`config.mk`:
```
export PLATFORM = sky130hd
export DESIGN_NAME = seq_detector_1011_nonovl
export DESIGN_NICKNAME = d
export VERILOG_FILES = /design/src/rtl/seq_det_pkg.sv /design/src/rtl/seq_det_match_counter.sv /design/src/rtl/seq_detector_1011_nonovl.sv
export SDC_FILE = /design/constraint.sdc
export NUM_CORES = 1
export LEC_CHECK = 0
export CAP_MARGIN = 20
export CORE_AREA = 2 2 39 41
export CTS_CLUSTER_SIZE = 14
export DETAILED_ROUTE_END_ITERATION = 12
export DIE_AREA = 0 0 41 43
export MAX_ROUTING_LAYER = met4
export SLEW_MARGIN = 20
export SYNTH_ARGS = -nofsm -noshare
export SYNTH_HDL_FRONTEND = slang
export SYNTH_SLANG_ARGS = --single-unit
```
`constraint.sdc`:
```
create_clock -name clk -period 1.35 [get_ports clk]
set_clock_uncertainty 0.2 [all_clocks]
set_input_delay 0.27 -clock clk [delete_from_list [all_inputs] [get_ports clk]]
set_output_delay 0.27 -clock clk [all_outputs]
set_load 0.02 [all_outputs]
```
`src/rtl/seq_det_pkg.sv`:
```
// Shared definitions for the non-overlapping serial pattern detector.
//
// Contents:
//   PAT_MAX          upper bound on the pattern length (16)
//   prog_t           progress index: number of pattern bits matched so far
//   pat_vec_t        pattern bits, reordered so bit k is the k-th bit received
//   fb_table_t       mismatch fallback table, indexed by {progress, din}
//   arrival_order()  reorders an MSB-first pattern into arrival order
//   build_fallback() builds the fallback table at elaboration time
//   CNT_W/CNT_MAX    width and saturation value of the optional match counter
package seq_det_pkg;

    localparam int PAT_MAX = 16;
    localparam int PROG_W  = $clog2(PAT_MAX);

    typedef logic [PROG_W-1:0]                 prog_t;
    typedef logic [PAT_MAX-1:0]                pat_vec_t;
    typedef logic [2*PAT_MAX-1:0][PROG_W-1:0]  fb_table_t;

    localparam int             CNT_W   = 8;
    localparam logic [CNT_W-1:0] CNT_MAX = '1;

    // Pattern parameters are written MSB-first; the FSM wants bit k to be the
    // k-th bit on the wire so it can index directly with the progress count.
    function automatic pat_vec_t arrival_order(input pat_vec_t pat, input int len);
        pat_vec_t r;
        r = '0;
        for (int k = 0; k < len; k++) begin
            r[k] = pat[len-1-k];
        end
        return r;
    endfunction

    // For every progress value p and every input bit b, find the longest
    // proper prefix of the pattern that is a suffix of (first p pattern bits
    // followed by b). Only the mismatching-bit entries are used by the FSM;
    // the matching-bit entries are filled but never selected.
    function automatic fb_table_t build_fallback(input pat_vec_t arr, input int len);
        fb_table_t tbl;
        pat_vec_t  s;
        logic      ok;
        int        best;
        tbl = '0;
        for (int p = 0; p < len; p++) begin
            for (int b = 0; b < 2; b++) begin
                s = '0;
                for (int i = 0; i < p; i++) begin
                    s[i] = arr[i];
                end
                s[p] = (b != 0);
                best = 0;
                // Ascending k: the last candidate that fits is the longest.
                for (int k = 1; k <= p; k++) begin
                    ok = 1'b1;
                    for (int j = 0; j < k; j++) begin
                        if (s[p+1-k+j] != arr[j]) ok = 1'b0;
                    end
                    if (ok) best = k;
                end
                tbl[p*2+b] = prog_t'(best);
            end
        end
        return tbl;
    endfunction

endpackage

```
`src/rtl/seq_det_match_counter.sv`:
```
// Saturating count of detector matches.
//
// Ports:
//   clk    clock, rising edge
//   rst    synchronous active-high reset, clears the count
//   inc_i  one-cycle match flag; counts once per rising edge while high
//   cnt_o  current count, holds at CNT_MAX once reached
module seq_det_match_counter
    import seq_det_pkg::*;
(
    input  logic             clk,
    input  logic             rst,
    input  logic             inc_i,
    output logic [CNT_W-1:0] cnt_o
);

    logic [CNT_W-1:0] cnt_q;

    always_ff @(posedge clk) begin
        if (rst) begin
            cnt_q <= '0;
        end else if (inc_i && (cnt_q != CNT_MAX)) begin
            cnt_q <= cnt_q + 1'b1;
        end
    end

    assign cnt_o = cnt_q;

endmodule

```
`src/rtl/seq_detector_1011_nonovl.sv`:
```
// Mealy serial pattern detector with non-overlapping matching.
// One bit of din is consumed per clock; dout is high combinationally in the
// cycle whose din completes PATTERN. After a match all progress is dropped.
//
// Parameters:
//   PAT_LEN  pattern length, legal range 2..16
//   PATTERN  pattern bits, MSB is the first bit received
//
// Ports:
//   clk        clock, rising edge
//   rst        synchronous active-high reset; forces dout low while asserted
//   din        serial input bit
//   dout       match flag (combinational from progress and din)
//   match_cnt  [7:0] saturating match count, present only when the
//              SEQ_DET_COUNT_EN macro is defined
module seq_detector_1011_nonovl
    import seq_det_pkg::*;
#(
    parameter int                 PAT_LEN = 4,
    parameter logic [PAT_LEN-1:0] PATTERN = 4'b1011
)(
    input  logic       clk,
    input  logic       rst,
    input  logic       din,
    output logic       dout
`ifdef SEQ_DET_COUNT_EN
    ,
    output logic [7:0] match_cnt
`endif
);

    localparam pat_vec_t  PAT_ARR  = arrival_order(pat_vec_t'(PATTERN), PAT_LEN);
    localparam fb_table_t FB_TABLE = build_fallback(PAT_ARR, PAT_LEN);
    localparam prog_t     LAST_P   = prog_t'(PAT_LEN - 1);

    prog_t p_q;
    prog_t p_d;
    logic  exp_bit;

    // NOTE: every output of this block gets a default first, so no path
    // leaves a signal unassigned and no latch is inferred.
    always_comb begin
        p_d     = p_q;
        dout    = 1'b0;
        exp_bit = PAT_ARR[p_q];
        if (din == exp_bit) begin
            if (p_q == LAST_P) begin
                // Full match: flag it and restart from scratch (no overlap).
                p_d  = '0;
                dout = !rst;
            end else begin
                p_d = p_q + 1'b1;
            end
        end else begin
            p_d = FB_TABLE[{p_q, din}];
        end
    end

    // NOTE: state registers use non-blocking assignments so every flop
    // samples its inputs from before the edge. Reset takes priority, which
    // also keeps an unknown din during reset out of the state.
    always_ff @(posedge clk) begin
        if (rst) begin
            p_q <= '0;
        end else begin
            p_q <= p_d;
        end
    end

`ifdef SEQ_DET_COUNT_EN
    seq_det_match_counter u_match_counter (
        .clk   (clk),
        .rst   (rst),
        .inc_i (dout),
        .cnt_o (match_cnt)
    );
`else
    // Counter absent in this build; detector behaviour is unchanged.
`endif

endmodule

```
==> impl_metrics.toml <==
[synth]
yosys_warnings = 0
synth.net_count = 36
synth_top_cell_area_share_pct = 35.71
yosysMostFrequentCell = "dfxtp_1"
yosys_register_bits = 5
syn_inst = 32
ys_seq_area_share_pct = 35.71
synth-edff-count = 0
synth_flop_cell = "dfxtp_1"
netlist_top_cells_count = "5 x dfxtp_1, 4 x a21oi_1, 4 x nand2_1, 2 x inv_1"
yosysUniqueCellTypes = 21
synth_top_cell_by_area = "dfxtp_1"
postSynthAreaPerCell_sq_um = 8.758
ys_async_sr_fraction_pct = 0
yosys-top-cells-area = "dfxtp_1 36%, a21oi_1 7.1%, a311oi_2 5.4%, nand2_1 5.4%, ha_1 4.5%"
syn_area_sq_um = 280.3

[timing]
drv_slew = 0
max_freq_mhz = 592.6
fin_ws_ns = -0.3374
tightest_slew_ns = 0.2766
fin_crit_ns = 1.687
finalSetupViolations = 3
period_share_pct = 125.0
rsz0062_at_grt = "true"
max-slew-margin-rel_pct = 81.56
hold_viol_final = 0

[route]
drc_errors = 0
post_drt_wl_per_cell_microns = 9.414
drt-total-wl_microns = 659
drtPass1Iterations = 2
ant_nets = 0
drt-initial-drc-count = 3
vias = 308
post_drt_via_cell_ratio = 4.400

[cells_and_area]
drive_gt1_share_pct = 66.67
multi_input_area_sq_um = 227.7
final_nets = 59
nFillCells = 145
final-seq-area_sq_um = 108.9
final_cells = 70
fin_util_pct = 39.33
antennaDiodeCount = 0
fin_area_sq_um = 544.3
syn_to_final_growth_pct = 94.20

[pwr]
leakagePower_nw = 0.2345
p_int_uw = 373.5
p_seq_share_pct = 34.8
swShare_pct = 26.92
clockPowerShare_pct = 31.8
combinationalPowerShare_pct = 33.4
total_power_uw = 511.0
p_sw_uw = 137.6
ir_worst_vdd_v = 0.0003869
power.density_mw_per_mm2 = 938.9

[clock_network]
cts_tree = "built"
clk_pin_slew_ns = 0.04
cts.sinks = 5
clk_path_buf_depth = 2
cts-htree-levels = 1
clk-insertion-delay-late_ns = 0.23
postCtsHoldBufs = 0
cts-buffers-inserted = 3
root_buffer = "clkbuf_4"

[worst_setup_path]
critPathCaptureType = "output port"
worst-setup-path-type = "in -> out"
cp_max_fo = 3
worstPathArrival_ns = 1.22
start_kind = "input pin"
critPathRequiredTime_ns = 0.88

[outcome]
status = "finished, violations left"
failed_checks = "negative setup slack"

[grt]
grtUsageTotal_pct = 10.39
overflow = 0
grt_pass1_vias = 314
grt_pass1_wl_mm = 1.152
grt_max_degree = 6
grt_antenna_before_repair = 0

[floorplanning]
die_h_microns = 43
ioPinCount = 4
die-area_sq_mm = 0.001763
start_util_pct = 20.25
core-area_sq_mm = 0.001384
die_w_microns = 41
rows = 14

[placed_design]
dp_hpwl_microns = 488.6
port_buffers = 3
place_area_sq_um = 446.7
dpl.cell_count = 65
routabilityCongestion = 0.7264

[job]
maxCapViolCount = 0

[worst_hold_path]
hold_class = "in -> reg"
-- per-stage QoR --
| stage | setup WS (ns) | hold slack, ns | TNS [ns] |
|---|---|---|---|
| 6_report | -0.3374 | 0.3142 | -0.4461 |
| 5_1_grt | -0.4039 | 0.3041 | -0.6140 |
| 3_3_place_gp | -1.005 | 0.4193 | -2.950 |
| 4_1_cts | -0.3801 | 0.4408 | -0.4656 |
| 3_5_place_dp | -1.009 | 0.4290 | -3.037 |
| 2_1_floorplan | -0.01147 | 0.1369 | -0.01147 |
-- path summary, 6_finish.rpt --
kind	slack, ns	end	start	cells past startpoint
worst min-delay path	0.31	p_q[1]	rst	4
worst min register to register	0.42	p_q[2]	p_q[2]	3
worst max-delay path	-0.34	dout	din	5
worst max register to register	-0.08	exp_bit	p_q[0]	4
-- cells by family (layout without fill, tap and decap cells) --
| logic type | after synthesis | after routing | share of synthesized area (%) |
|---|---|---|---|
| XOR/XNOR | 1 | 1 | 3.126 |
| adder cells (fa/ha/maj) | 1 | 1 | 4.464 |
| flip-flops | 5 | 5 | 35.72 |
| AND/OR/NAND/NOR | 13 | 13 | 26.34 |
| AO/OA/AOI/OAI | 10 | 10 | 27.68 |
| buffers and inverters | 2 | 24 | 2.680 |
-- metal layers --
layer / global-route usage, % / part of all wire [%] / vias up
met5: - / 0 / -
met4: 12.67 / 0 / 0
met3: 4.188 / 2.4 / 0
met2: 14.06 / 54 / 3
met1: 9.325 / 44 / 143
li1: - / - / 162
-- cells in the final DEF, fill, tap and decap left out, drive strengths merged --
cell,n
nand3,1
nor3,1
nand3b,1
nor2,2
nand4,1
dlymetal6s2s,1
or2,1
o211a,1
and3,1
a21oi,4
dfxtp,5
clkdlybuf4s15,1
xor2,1
a22oi,1
a311oi,1
o21a,1
a21o,1
ha,1
nand2,4
o32a,1
clkbuf,4
nand2b,1
buf,16
inv,2
-- power groups by stage --
stage | Clock, mW | Combinational [mW] | Sequential [mW]
floorplan | 0 | 0.0534 | 0.182
global placement | 0 | 0.127 | 0.174
detailed placement | 0 | 0.126 | 0.175
CTS | 0.174 | 0.154 | 0.176
global route | 0.185 | 0.185 | 0.179
finish | 0.163 | 0.171 | 0.178
-- cell type report --
class | count | share of cell area (%)
Tap cell | 16 | 3.678
Timing Repair Buffer | 18 | 28.28
Inverter | 2 | 1.379
Multi-Input combinational cell | 25 | 41.84
Sequential cell | 5 | 20.00
Clock buffer | 4 | 4.828
-- worst max-delay path, cell delays in order --
cell and delay, ns:
clkdlybuf4s15_1 0.23, or2_1 0.28, a21oi_2 0.15, and3_4 0.19, buf_6 0.11
-- flip-flops by register name, summed over array words and instances (netlist names) --
register / cells
p_q: 4
exp_bit: 1
-- repair_timing --
action,CTS,global route
endpoints found under the setup margin,6,5
gates resized for setup,12,12
pin swaps,9,8
setup buffers,2,1
No activity file was read; power rests on OpenSTA's default activity.
